File: src/rtl/lvds_deser_align_if.sv
// Parallel-side bundle of the LVDS deserializer: serial input, resync request,
// aligned word output with its strobe and the lock indicator.
interface lvds_deser_align_if #(
  parameter int DATA_W = 8
);
  logic              lvds_in;
  logic              resync;
  logic [DATA_W-1:0] lvds_out;
  logic              out_valid;
  logic              locked;

  modport master (
    output lvds_in,
    output resync,
    input  lvds_out,
    input  out_valid,
    input  locked
  );

  modport slave (
    input  lvds_in,
    input  resync,
    output lvds_out,
    output out_valid,
    output locked
  );
endinterface

File: src/rtl/lvds_deser_align.sv
// Serial-to-parallel LVDS deserializer that hunts for a sync word at any bit phase,
// locks after LOCK_CNT aligned sync words and then emits every aligned word.
//
//   state  | meaning
//   HUNT   | searching every cycle for the sync word at any bit offset
//   VERIFY | phase chosen; checking sync word at each word boundary
//   LOCKED | aligned; every completed word is emitted with out_valid
module lvds_deser_align #(
  parameter int                DATA_W    = 8,
  parameter bit                LSB_FIRST = 1'b1,
  parameter logic [DATA_W-1:0] SYNC_WORD = DATA_W'(8'hA5),
  parameter int                LOCK_CNT  = 3
) (
  input  logic               lvds_clk,
  input  logic               rst_n,
  lvds_deser_align_if.slave  bus
);

  localparam int         CNT_W  = $clog2(DATA_W);
  localparam logic [3:0] LOCK_N = 4'(LOCK_CNT);

  typedef enum logic [1:0] {
    HUNT   = 2'd0,
    VERIFY = 2'd1,
    LOCKED = 2'd2
  } state_t;

  state_t            state;
  logic [DATA_W-1:0] shift_reg;
  logic [DATA_W-1:0] shift_nxt;
  logic [CNT_W-1:0]  bit_cnt;
  logic [3:0]        match_cnt;
  logic [DATA_W-1:0] out_q;
  logic              valid_q;
  logic              locked_q;
  logic              hit;
  logic              wc;

  generate
    if (LSB_FIRST) begin : g_lsb
      assign shift_nxt = {bus.lvds_in, shift_reg[DATA_W-1:1]};
    end else begin : g_msb
      assign shift_nxt = {shift_reg[DATA_W-2:0], bus.lvds_in};
    end
  endgenerate

  assign hit = (shift_reg == SYNC_WORD);
  assign wc  = (bit_cnt == CNT_W'(DATA_W - 1));

  always_ff @(posedge lvds_clk) begin
    if (!rst_n) begin
      state     <= HUNT;
      shift_reg <= '0;
      bit_cnt   <= '0;
      match_cnt <= '0;
      out_q     <= '0;
      valid_q   <= 1'b0;
      locked_q  <= 1'b0;
    end else begin
      shift_reg <= shift_nxt;
      bit_cnt   <= wc ? '0 : bit_cnt + CNT_W'(1);
      valid_q   <= 1'b0;
      // resync wins over any hit or word boundary seen in the same cycle
      if (bus.resync) begin
        state     <= HUNT;
        match_cnt <= '0;
        locked_q  <= 1'b0;
      end else begin
        case (state)
          HUNT: begin
            if (hit) begin
              bit_cnt   <= '0;
              match_cnt <= 4'd1;
              if (LOCK_CNT == 1) begin
                state    <= LOCKED;
                locked_q <= 1'b1;
              end else begin
                state <= VERIFY;
              end
            end
          end
          VERIFY: begin
            if (wc) begin
              if (hit) begin
                match_cnt <= match_cnt + 4'd1;
                if (match_cnt + 4'd1 == LOCK_N) begin
                  state    <= LOCKED;
                  locked_q <= 1'b1;
                end
              end else begin
                state     <= HUNT;
                match_cnt <= '0;
              end
            end
          end
          LOCKED: begin
            if (wc) begin
              out_q   <= shift_reg;
              valid_q <= 1'b1;
            end
          end
          default: begin
            state     <= HUNT;
            match_cnt <= '0;
            locked_q  <= 1'b0;
          end
        endcase
      end
    end
  end

  assign bus.lvds_out  = out_q;
  assign bus.out_valid = valid_q;
  assign bus.locked    = locked_q;

endmodule

File: src/flat_wrapper.sv
// flat-port wrapper written by rule: the top's interface ports become plain ports
module lvds_deser_align_flat 
#(
  parameter int                DATA_W    = 8,
  parameter bit                LSB_FIRST = 1'b1,
  parameter logic [DATA_W-1:0] SYNC_WORD = DATA_W'(8'hA5),
  parameter int                LOCK_CNT  = 3
)
  (lvds_clk, rst_n, bus_lvds_in, bus_resync, bus_lvds_out, bus_out_valid, bus_locked);
  lvds_deser_align_if #(.DATA_W(DATA_W)) bus_i ();
  input  logic lvds_clk;
  input  logic rst_n;
  input wire logic [$bits(bus_i.lvds_in)-1:0] bus_lvds_in;
  input wire logic [$bits(bus_i.resync)-1:0] bus_resync;
  output wire logic [$bits(bus_i.lvds_out)-1:0] bus_lvds_out;
  output wire logic [$bits(bus_i.out_valid)-1:0] bus_out_valid;
  output wire logic [$bits(bus_i.locked)-1:0] bus_locked;
  assign bus_i.lvds_in = bus_lvds_in;
  assign bus_i.resync = bus_resync;
  assign bus_lvds_out = bus_i.lvds_out;
  assign bus_out_valid = bus_i.out_valid;
  assign bus_locked = bus_i.locked;
  lvds_deser_align #(.DATA_W(DATA_W), .LSB_FIRST(LSB_FIRST), .SYNC_WORD(SYNC_WORD), .LOCK_CNT(LOCK_CNT)) u_core (.lvds_clk(lvds_clk), .rst_n(rst_n), .bus(bus_i));
endmodule
File: config.mk
export PLATFORM = sky130hd
export DESIGN_NAME = lvds_deser_align_flat
export DESIGN_NICKNAME = d
export VERILOG_FILES = /design/src/rtl/lvds_deser_align_if.sv /design/src/rtl/lvds_deser_align.sv /design/src/flat_wrapper.sv
export SDC_FILE = /design/constraint.sdc
export NUM_CORES = 1
export LEC_CHECK = 0
export BUFFER_PORTS_ARGS = -buffer_cell sky130_fd_sc_hd__buf_2
export CORE_MARGIN = 1
export CORE_UTILIZATION = 40
export CTS_BUF_LIST = sky130_fd_sc_hd__clkbuf_4
export CTS_CLUSTER_SIZE = 25
export DETAILED_ROUTE_END_ITERATION = 10
export PLACE_DENSITY = 0.57
export REMOVE_ABC_BUFFERS = 1
export SYNTH_ARGS = -nofsm -noshare
export SYNTH_HDL_FRONTEND = slang
export SYNTH_SLANG_ARGS = --single-unit
export TNS_END_PERCENT = 30
File: constraint.sdc
create_clock -name lvds_clk -period 3 [get_ports lvds_clk]
set_clock_uncertainty 0.1 [all_clocks]
set_input_delay 0.45 -clock lvds_clk [delete_from_list [all_inputs] [get_ports lvds_clk]]
set_output_delay 0.45 -clock lvds_clk [all_outputs]
set_load 0.01 [all_outputs]
==> results.json <==
{
  "crit_buf_inv": 0,
  "clockBufferDepth": 2,
  "cp_common_cell": "ha_1",
  "r2r_slack_ns": 1.23,
  "grt_setup_unrepaired": "false",
  "cts.sinks": 27,
  "slew_headroom_pct": 60.9,
  "grt_max_degree": 22,
  "antenna_found_initial": 0,
  "period_share_pct": 59.0,
  "critical_path_depth": 5,
  "io_buffers": 13,
  "arrival_ns": 1.89,
  "post-route-drc-count": 0,
  "ctsHoldBuffers": 0,
  "r2r_start": "u_core.bit_cnt[0]$_SDFF_PN0_",
  "synth_cell_types": 34,
  "yosysWarnings": 0,
  "power_density_nw_per_um2": 443,
  "crit_family": "compound AO/OA/AOI/OAI gates",
  "fin_tns_setup_ns": 0,
  "final_common_cell": "dfxtp_1",
  "wl_um": 1790,
  "dp_hpwl_um": 1290,
  "start_util_pct": 43.6,
  "dieArea_um2": 3020,
  "max-cap-violations": 0,
  "diodes": 0,
  "drt-wirelength-per-cell_um": 10.9,
  "via_count": 826,
  "synth_compound_area_share_pct": 15.5,
  "slowest_stage": "dfxtp_1",
  "firstDrtPassIters": 3,
  "ys_seq_area_share_pct": 48.3,
  "syn_area_per_cell_um2": 9.10,
  "cp_cell_sequence": "ha_1 -> ha_1 -> nor2b_1 -> o311a_1 -> a211o_1",
  "ff2ff_path_depth": 5,
  "cp-startpoint": "u_core.bit_cnt[0]$_SDFF_PN0_",
  "grt_pass1_vias": 650,
  "cts_setup_buffers": 0,
  "hold_ws_ns": 0.241,
  "grt-ovfl-total": 0,
  "syn_inst": 123,
  "dpl.cell_count": 160,
  "max_clock_freq_mhz": 565,
  "grt_pass1_wl_um": 2810,
  "core_area_um2": 2570,
  "setup_viol_count_final": 0,
  "crit_end": "u_core.match_cnt[3]$_SDFFE_PP0P_",
  "vias_per_cell": 5.04,
  "drtIter0Drc": 10,
  "muxShareOfSynthArea_pct": 0,
  "synth-simple-area-share_pct": 27.9,
  "yosys_register_bits": 27,
  "syn_to_final_growth_pct": 9.72,
  "cp.required_ns": 3.12,
  "synth_top_family_by_area": "simple AND/OR/NAND/NOR gates",
  "crit_path_max_incr_delay_ns": 0.36,
  "ant_nets": 0,
  "htreeDepth": 1,
  "clock-root-buffer": "clkbuf_4",
  "cts_tree": "done",
  "period_minus_slack_ns": 1.77,
  "io_pins": 14,
  "fin_util_pct": 47.9,
  "reg2reg_to": "u_core.match_cnt[3]$_SDFFE_PP0P_",
  "end_kind": "flop",
  "place_ws_ns": 1.25,
  "die_y_um": 54.9,
  "synth-xor-area-share_pct": 0,
  "synth_adder_area_share_pct": 4.47,
  "cp_max_fo": 10,
  "finalHoldViolCount": 0,
  "p_leak_uw": 0.000495,
  "start_kind": "flop",
  "cts.repair.resized": 0,
  "syn-cell-area_um2": 1120,
  "fp.dieW_um": 54.9,
  "status": "completed",
  "clk_pin_slew_ns": 0.13,
  "track_usage_pct": 13.6,
  "drive_gt1_share_pct": 18.7,
  "cts_buffers": 3,
  "nNetsFinal": 143,
  "critPathKind": "flop to flop",
  "rows": 18,
  "slew_viol_final": 0,
  "tightest_slew_ns": 0.579,
  "insertion_delay_ns": 0.31,
  "min_path_type": "input pin to flop",
  "vdd_drop_max_v": 0.000328,
  "mostFrequentLayoutCells": "dfxtp_1, nand2_1, buf_2",
  "final_cells": 164,
  "gp_congestion": 0.879,
  "layout_setup_ws_ns": 1.23
}
cell type report:
cell class,instances,area (um^2)
multi-input cells,85,537
flip-flops and latches,27,541
well taps,30,37.5
repair buffers,13,65.1
clock buffers,4,30.0
inverters,5,18.8
fillers,273,1340
where the power goes:
group / internal (uW) / total [uW] / leakage, uW / switching, uW
registers: 364 / 367 / 0.000219 / 2.56
logic: 8.82 / 19.4 / 0.000258 / 10.6
clock network: 61.0 / 158 / 0.0000184 / 96.8
cell families after synthesis:
family	count (synthesis)
buffers and inverters	11
adders and majority gates	4
AOI/OAI and AO/OA	24
DFF	27
and+or+nand+nor	57
how the worst min path moves through the flow:
stage	startpoint	end	slack [ns]	cells after the start
floorplan	u_core.bit_cnt[0]$_SDFF_PN0_	u_core.bit_cnt[0]$_SDFF_PN0_	0.30	1
global route	bus_lvds_in	u_core.shift_reg[7]$_SDFF_PN0_	0.22	2
CTS	bus_lvds_in	u_core.shift_reg[7]$_SDFF_PN0_	0.23	2
finish	bus_lvds_in	u_core.shift_reg[7]$_SDFF_PN0_	0.24	2
detailed placement	u_core.bit_cnt[0]$_SDFF_PN0_	u_core.bit_cnt[0]$_SDFF_PN0_	0.33	1
global placement	u_core.bit_cnt[0]$_SDFF_PN0_	u_core.bit_cnt[0]$_SDFF_PN0_	0.31	1
through the flow:
step / power, uW / area (um^2)
3_5_place_dp: 394 / 1200
3_3_place_gp: 393 / 1200
5_1_grt: 572 / 1230
2_1_floorplan: 386 / 1100
4_1_cts: 557 / 1230
6_report: 544 / 1230
per-layer routing:
| metal | up-vias | wire (um) | global-route usage, % |
|---|---|---|---|
| met5 | - | 0 | 0 |
| met4 | 0 | 20 | 3.75 |
| met3 | 2 | 79 | 5.74 |
| met2 | 13 | 746 | 20.9 |
| met1 | 367 | 945 | 17.3 |
| li1 | 444 | - | - |
synth_stat cells (all sizes together):
library cell,instances,area (um^2)
a22o,1,8.76
a21o,1,8.76
nand2b,2,12.5
a211o,1,8.76
or2,1,6.26
nand3,3,15.0
nand2,21,81.3
a21oi,1,5.00
a31oi,1,6.26
and3,1,6.26
o21ba,1,10.0
o21ai,6,30.0
clkbuf,4,15.0
and2,11,70.1
nor2,6,22.5
nand3b,1,7.51
inv,5,18.8
o41ai,1,8.76
and4,1,8.76
nor3,2,10.0
o2bb2ai,1,8.76
nand4,3,18.8
buf,2,8.75
o311a,1,10.0
a21boi,8,60.1
dfxtp,27,541
nor2b,2,12.5
o32ai,1,8.76
ha,4,50.1
and4bb,3,41.3
worst register-to-register path, stage by stage (launching register included):
cell	delay (ns)
dfxtp_1	0.36
ha_1	0.16
ha_1	0.34
nor2b_1	0.10
o311a_1	0.33
a211o_1	0.30
Power figures use the tool's default switching activity.
